===== src/rtl/shifter_rr_scheduler.sv =====
`default_nettype none
// ============================================================================
// Module      : shifter_rr_scheduler
// Description : Round-robin scheduler sharing one 4-bit doubler/shifter unit
//               among N_REQ requesters. One request is accepted at a time;
//               its operands are driven onto the unit, the result is
//               captured after UNIT_LATENCY edges and returned tagged with
//               the requester id.
// Optional    : `define SHIFTER_SCHED_OP_COUNT_EN builds per-requester 8-bit
//               completed-operation counters on op_count; otherwise op_count
//               is tied to zero.
// Ports       : clk, rst            - clock, synchronous active-high reset
//               req_valid/data/control - packed per-requester request fields
//               req_ready           - one-hot combinational accept strobe
//               unit_data_in/control- registered operands to shared unit
//               unit_data_out       - result from shared unit
//               resp_valid/id/data  - one-cycle tagged response
//               busy                - scheduler not idle
//               op_count            - per-requester completion counters
// Revision    : 1.0 - initial release
// ============================================================================
module shifter_rr_scheduler #(
  parameter int N_REQ        = 4,
  parameter int UNIT_LATENCY = 1,
  localparam int ID_W        = (N_REQ > 1) ? $clog2(N_REQ) : 1
) (
  input  logic                 clk,
  input  logic                 rst,
  input  logic [N_REQ-1:0]     req_valid,
  input  logic [4*N_REQ-1:0]   req_data,
  input  logic [3*N_REQ-1:0]   req_control,
  output logic [N_REQ-1:0]     req_ready,
  output logic [3:0]           unit_data_in,
  output logic [2:0]           unit_control,
  input  logic [3:0]           unit_data_out,
  output logic                 resp_valid,
  output logic [ID_W-1:0]      resp_id,
  output logic [3:0]           resp_data,
  output logic                 busy,
  output logic [8*N_REQ-1:0]   op_count
);

  localparam logic [1:0] S_IDLE = 2'd0;
  localparam logic [1:0] S_BUSY = 2'd1;
  localparam logic [1:0] S_RESP = 2'd2;

  localparam int CNT_W = 3;
  localparam logic [CNT_W-1:0] C_LAT = CNT_W'(UNIT_LATENCY);
  localparam logic [ID_W-1:0]  C_LAST_RST = ID_W'(N_REQ - 1);

  logic [1:0]      state_q, state_d;
  logic [ID_W-1:0] last_grant_q, last_grant_d;
  logic [ID_W-1:0] grant_id_q, grant_id_d;
  logic [CNT_W-1:0] cnt_q, cnt_d;
  logic [3:0]      unit_data_q, unit_data_d;
  logic [2:0]      unit_ctrl_q, unit_ctrl_d;
  logic            resp_valid_q, resp_valid_d;
  logic [ID_W-1:0] resp_id_q, resp_id_d;
  logic [3:0]      resp_data_q, resp_data_d;

  logic            grant_vld;
  logic [ID_W-1:0] grant_idx;
  logic [ID_W-1:0] cand_idx;
  logic [3:0]      sel_data;
  logic [2:0]      sel_ctrl;
  logic            capture;

  // Search offsets from N_REQ down to 1 so the smallest offset after
  // last_grant (i.e. the next requester in round-robin order) wins.
  always_comb begin
    grant_vld = 1'b0;
    grant_idx = '0;
    cand_idx  = '0;
    for (int k = N_REQ; k >= 1; k--) begin
      cand_idx = ID_W'((int'(last_grant_q) + k) % N_REQ);
      if (req_valid[cand_idx]) begin
        grant_vld = 1'b1;
        grant_idx = cand_idx;
      end
    end
  end

  // Constant-index mux keeps the selected fields free of variable slicing.
  always_comb begin
    sel_data  = '0;
    sel_ctrl  = '0;
    req_ready = '0;
    for (int i = 0; i < N_REQ; i++) begin
      if (grant_idx == ID_W'(i)) begin
        sel_data     = req_data[4*i +: 4];
        sel_ctrl     = req_control[3*i +: 3];
        req_ready[i] = grant_vld && (state_q == S_IDLE);
      end
    end
  end

  assign capture = (state_q == S_BUSY) && (cnt_q == C_LAT);

  always_comb begin
    state_d      = state_q;
    last_grant_d = last_grant_q;
    grant_id_d   = grant_id_q;
    cnt_d        = cnt_q;
    unit_data_d  = unit_data_q;
    unit_ctrl_d  = unit_ctrl_q;
    resp_valid_d = 1'b0;
    resp_id_d    = resp_id_q;
    resp_data_d  = resp_data_q;
    case (state_q)
      S_IDLE: begin
        if (grant_vld) begin
          unit_data_d  = sel_data;
          unit_ctrl_d  = sel_ctrl;
          grant_id_d   = grant_idx;
          last_grant_d = grant_idx;
          cnt_d        = '0;
          state_d      = S_BUSY;
        end
      end
      S_BUSY: begin
        cnt_d = cnt_q + 1'b1;
        if (capture) begin
          resp_data_d  = unit_data_out;
          resp_id_d    = grant_id_q;
          resp_valid_d = 1'b1;
          state_d      = S_RESP;
        end
      end
      S_RESP: begin
        unit_data_d = '0;
        unit_ctrl_d = '0;
        state_d     = S_IDLE;
      end
      default: begin
        unit_data_d = '0;
        unit_ctrl_d = '0;
        state_d     = S_IDLE;
      end
    endcase
  end

  always_ff @(posedge clk) begin
    if (rst) begin
      state_q      <= S_IDLE;
      last_grant_q <= C_LAST_RST;
      grant_id_q   <= '0;
      cnt_q        <= '0;
      unit_data_q  <= '0;
      unit_ctrl_q  <= '0;
      resp_valid_q <= 1'b0;
      resp_id_q    <= '0;
      resp_data_q  <= '0;
    end else begin
      state_q      <= state_d;
      last_grant_q <= last_grant_d;
      grant_id_q   <= grant_id_d;
      cnt_q        <= cnt_d;
      unit_data_q  <= unit_data_d;
      unit_ctrl_q  <= unit_ctrl_d;
      resp_valid_q <= resp_valid_d;
      resp_id_q    <= resp_id_d;
      resp_data_q  <= resp_data_d;
    end
  end

  assign unit_data_in = unit_data_q;
  assign unit_control = unit_ctrl_q;
  assign resp_valid   = resp_valid_q;
  assign resp_id      = resp_id_q;
  assign resp_data    = resp_data_q;
  assign busy         = (state_q != S_IDLE);

`ifdef SHIFTER_SCHED_OP_COUNT_EN
  // Each slice counts on the edge entering RESP for its own requester.
  for (genvar i = 0; i < N_REQ; i++) begin : g_op_cnt
    logic [7:0] cnt_slice_q;
    always_ff @(posedge clk) begin
      if (rst) begin
        cnt_slice_q <= '0;
      end else if (capture && (grant_id_q == ID_W'(i))) begin
        cnt_slice_q <= cnt_slice_q + 8'd1;
      end
    end
    assign op_count[8*i +: 8] = cnt_slice_q;
  end
`else
  assign op_count = '0;
`endif

endmodule
`default_nettype wire


===== config.mk =====
export PLATFORM = sky130hd
export DESIGN_NAME = shifter_rr_scheduler
export DESIGN_NICKNAME = d
export VERILOG_FILES = /design/src/rtl/shifter_rr_scheduler.sv
export SDC_FILE = /design/constraint.sdc
export NUM_CORES = 1
export LEC_CHECK = 0
export ABC_AREA = 0
export BUFFER_PORTS_ARGS = -buffer_cell sky130_fd_sc_hd__buf_2
export CAP_MARGIN = 20
export CORE_UTILIZATION = 40
export CTS_CLUSTER_SIZE = 16
export DETAILED_ROUTE_END_ITERATION = 6
export MAX_ROUTING_LAYER = met4
export PLACE_DENSITY = 0.81
export RECOVER_POWER = 50
export SYNTH_ARGS = -nofsm -noshare
export SYNTH_HDL_FRONTEND = slang
export SYNTH_SLANG_ARGS = --single-unit

===== constraint.sdc =====
create_clock -name clk -period 4.5 [get_ports clk]
set_clock_uncertainty 0.15 [all_clocks]
set_input_delay 0.225 -clock clk [delete_from_list [all_inputs] [get_ports clk]]
set_output_delay 0.225 -clock clk [all_outputs]
set_load 0.01 [all_outputs]

==> results of run 1 <==
==> metal layers <==
layer  up-vias  global-route usage  share of wire  routed length (um)
met5         -                   -              0                   0
met4         0              0.0341         0.0087                  29
met3         7              0.0435          0.081                 268
met2        66               0.281           0.48                1600
met1       617               0.204           0.43                1420
li1        678                   -              -                   -
==> through the flow <==
| step | cells | worst slack [ns] |
|---|---|---|
| 2_1_floorplan | 216 | 2.78 |
| 3_3_place_gp | 279 | 2.52 |
| 3_5_place_dp | 279 | 2.48 |
| 4_1_cts | 283 | 2.23 |
| 5_1_grt | 283 | 2.08 |
| 6_report | 283 | 2.25 |
==> path summary, 6_finish.rpt <==
path,slack [ns],cells after the start,endpoint,startpoint
setup / recovery,2.25,5,req_ready[2],last_grant_q[0]
hold reg to reg,0.33,2,unit_data_in[0],unit_data_in[0]
hold / removal,0.04,3,resp_data[0],unit_data_out[0]
setup reg to reg,2.57,5,unit_data_in[3],state_q[1]
==> layout make-up <==
class,instances,area share
inverters,3,0.00660
clock inverters,1,0.00440
multi-input cells,151,0.507
flip-flops and latches,23,0.270
repair buffers,56,0.154
well taps,46,0.0337
clock buffers,3,0.0242
==> synth_stat cells (all sizes together) (2+ instances only) <==
cell | count | share of area
nand2b | 7 | 0.029
a21oi | 14 | 0.049
nor3 | 6 | 0.027
mux2i | 6 | 0.040
a32oi | 7 | 0.041
nor2b | 3 | 0.012
buf | 36 | 0.18
nand2 | 26 | 0.065
inv | 3 | 0.0075
nand3 | 2 | 0.0066
nor2 | 20 | 0.062
o21ai | 3 | 0.010
clkbuf | 3 | 0.0075
or2 | 3 | 0.012
or2b | 3 | 0.015
ha | 2 | 0.017
o211ai | 2 | 0.013
dfxtp | 23 | 0.31
o221ai | 7 | 0.041
==> critical path, stage by stage, from the launching register on <==
cell      delay, ns
dfxtp_1        0.41
and2b_1        0.26
a211oi_4       0.49
nand2_1        0.19
nor2_1         0.11
buf_2          0.14
==> state kept, by name, summed over array words and instances, names as in the netlist, 2 cells and up <==
signal	flops
cnt_q	3
grant_id_q	2
last_grant_q	2
resp_data	4
resp_id	2
state_q	2
unit_control	3
unit_data_in	4
==> where the power goes <==
part / switching [W] / internal, W / leakage, nW
combinational: 0.000102 / 0.0000595 / 0.541
clock: 0.0000702 / 0.0000628 / 0.0217
sequential: 0.0000164 / 0.000222 / 0.189
==> kinds of logic after synthesis <==
logic type / Yosys count / synth area share
flops: 23 / 0.305
buf+inv: 42 / 0.196
compound gates: 39 / 0.197
mux: 6 / 0.0398
fa+ha+maj: 2 / 0.0166
other cells: 1 / 0.00249
simple gates: 72 / 0.243
==> flow_summary.ini, run 1 <==
[status]
status = finished, final reports clean

[pwr]
ir_worst_vdd_v = 0.000212
power_density_nw_per_um2 = 313
p_leak_nw = 0.751
p_total_w = 0.000534

[sta]
slew_headroom = 0.466
fmax_ghz = 0.444
drv_slew = 0
min_period_ns = 2.25
final_hold_viol_count = 0
tns_ns = 0
hold_ws_ns = 0.0359
timing.final.crit_share = 0.500
setup_viol = 0
rsz0062_at_grt = false
worst_slew_pin_slew_ns = 0.800

[yosys]
synth_cell_types = 36
synth_area_per_cell_um2 = 8.15
syn_inst = 185
synth-edff-count = 0
async_reset_ff_frac = 0
yosys_warnings = 0
seq_area_frac_synth = 0.305
synth-seq-cells = 23
yosys_most_used_dff = dfxtp_1
synth_area_um2 = 1510

[clocking]
post_cts_buffers = 0
clkTransAtPathRegs_ns = 0.09
ctsHoldBuffers = 0
worstSkewPairLatency_ns = 0.27
root_buffer = clkbuf_8
clockBufferDepth = 2
htreeDepth = 1
cts_resized = 0
cts_buffers = 3
cts_sinks = 23
cts_tree = done

[placement]
gp_congestion = 0.788
postPlaceCellArea_um2 = 1680
dp_hpwl_mm = 2.52
portBuffers = 56

[route]
via_per_inst = 4.83
initialDrtViolationCount = 57
vias = 1368
final_antenna_net_count = 0
drc = 0
wl_per_cell_um = 11.7
drt-pass1-iter-count = 4
wl_mm = 3.32

[cells_and_area]
n_fill_cell = 374
final_nets = 278
num_antenna_cells = 0
multiInputGateArea_um2 = 866
final_common_cell = buf_2
utilization = 0.492
fin_area_um2 = 1710
seq_area_um2 = 460
area_growth_pct = 13.2
final_cell_mix = buf_2 (42), conb_1 (32), nand2_1 (26)
drive_gt1_frac = 0.228

[global_routing]
overflow = 0
grt_pass1_wl_mm = 5.24
antenna_found_initial = 0
grt_pass1_vias = 1198
track_usage = 0.168
grt_max_degree = 19

[die]
die_area_um2 = 4020
die_w_um = 63.4
ios = 89
die_h_um = 63.4
initial_core_util = 0.435
core_um2 = 3470
rows = 21

[critical_path]
start_kind = flop
crit_type = flop to primary output
endpoint_kind = primary output
cp.required_ns = 4.12
arrival_ns = 1.88
path_max_fanout = 10

[worst_hold_path]
hp-class = input port to flop

[flow_run]
drv_cap = 0
(Power assumes the default switching activity.)
==> run 2: changes to the inputs <==
- clock period: 4.5 -> 2.3 ns (I/O delays scaled with it)
==> flow_summary.ini, run 2 (same netlist as run 1, synthesis figures left out) <==
[placement]
dp.cells = 280
portBuffers = 56
dp_hpwl_mm = 2.55
gp_congestion = 0.770

[global_routing]
grt_pass1_wl_mm = 5.75
grt_max_degree = 19
antenna_found_initial = 0
track_usage = 0.185
grt_pass1_vias = 1327
overflow = 0

[die]
die_h_um = 63.4
die_area_um2 = 4020
core_um2 = 3470
rows = 21
die_w_um = 63.4
ios = 89
initial_core_util = 0.435

[sta]
fmax_ghz = 0.456
worst_slew_pin_slew_ns = 0.538
final_hold_viol_count = 0
tns_ns = 0
min_period_ns = 2.19
timing.final.crit_share = 0.954
rsz0062_at_grt = true
setup_viol = 0
drv_slew = 0
hold_ws_ns = 0.0693
slew_headroom = 0.640

[pwr]
ir_worst_vdd_v = 0.000443
p_leak_nw = 0.866
power_density_nw_per_um2 = 578

[route]
vias = 1466
wl_mm = 3.75
wl_met3_um = 332
met1_length_mm = 1.47
final_antenna_net_count = 0
drc = 0
wl_per_cell_um = 12.3
initialDrtViolationCount = 58
dr_wl_met2_mm = 1.92
drt-pass1-iter-count = 4
via_per_inst = 4.79
top_layer = met4

[critical_path]
endpoint_kind = flop
arrival_ns = 2.27
start_kind = flop
cp.required_ns = 2.38
crit_type = flop to flop
path_max_fanout = 9

[cells_and_area]
final_common_cell = buf_2
area_growth_pct = 29.1
layout.cells.non_filler = 306
num_antenna_cells = 0
drive_gt1_frac = 0.250
final_cell_mix = buf_2 (42), conb_1 (32), nand2_1 (26)
final_nets = 301
n_fill_cell = 350

[clocking]
cts_sinks = 23
cts_buffers = 3
clockBufferDepth = 2
root_buffer = clkbuf_8
clkTransAtPathRegs_ns = 0.09
cts_tree = done
worstSkewPairLatency_ns = 0.28
htreeDepth = 1

[status]
status = finished, final reports clean

[worst_hold_path]
hp-class = input port to flop

[flow_run]
drv_cap = 0
-- run 2: cell types whose count changed in the layout (fill, tap and decap cells not counted), sizes merged --
cell and change:
clkinv +1, dlygate4sd3 +18, buf +5, clkinvlp -1
-- run 2: power by group --
part           leakage, nW  switching (W)  internal [W]
Sequential           0.188      0.0000352      0.000436
Clock               0.0255       0.000143      0.000121
Combinational        0.653       0.000218      0.000172
-- run 2: layout make-up --
cell class,instances,area (um^2),share of cell area
Clock buffer,3,41.3,0.0212
Clock inverter,1,5.00,0.00257
Inverter,3,11.3,0.00578
Multi-Input combinational cell,151,888,0.456
Sequential cell,23,463,0.238
Tap cell,46,57.6,0.0296
Timing Repair Buffer,79,480,0.247
-- run 2: per-layer routing --
layer  vias up  global-route usage
li1        724                   -
met1       662               0.204
met2        76               0.335
met3         4              0.0543
met4         0              0.0227
met5         -                   -
-- run 2: worst max-delay path, stage by stage (launching register included) --
cell and delay (ns):
dfxtp_2 0.38, and2b_2 0.26, a21oi_2 0.22, o211a_4 0.27, nand2_1 0.08, a32oi_1 0.20, dlygate4sd3_1 0.58
-- run 2: what timing repair did --
| item | 4_1_cts | 5_1_grt |
|---|---|---|
| gates resized for setup | 0 | 7 |
| setup buffers | 0 | 4 |
| hold buffers | 18 | 0 |
| endpoints found under the setup margin | 0 | 6 |
| endpoints found under the hold margin | 11 | 0 |
-- run 2: path summary, 6_finish.rpt --
path	start	end	slack (ns)	depth (start not counted)
worst min-delay path	req_control[7]	unit_control[1]	0.07	3
worst min register to register	cnt_q[2]	cnt_q[2]	0.34	2
worst max register to register	last_grant_q[0]	unit_control[0]	0.11	6
worst max-delay path	last_grant_q[0]	unit_control[0]	0.11	6
-- run 2: per-stage QoR --
stage	power [W]	setup WS [ns]	util	cell area (um^2)
2_1_floorplan	0.000738	0.686	-	1620
3_3_place_gp	0.000795	0.527	0.486	1690
3_5_place_dp	0.000803	0.513	0.486	1690
4_1_cts	0.00110	0.0240	0.551	1910
6_report	0.00113	0.107	0.561	1950
5_1_grt	0.00119	-0.00853	0.561	1950
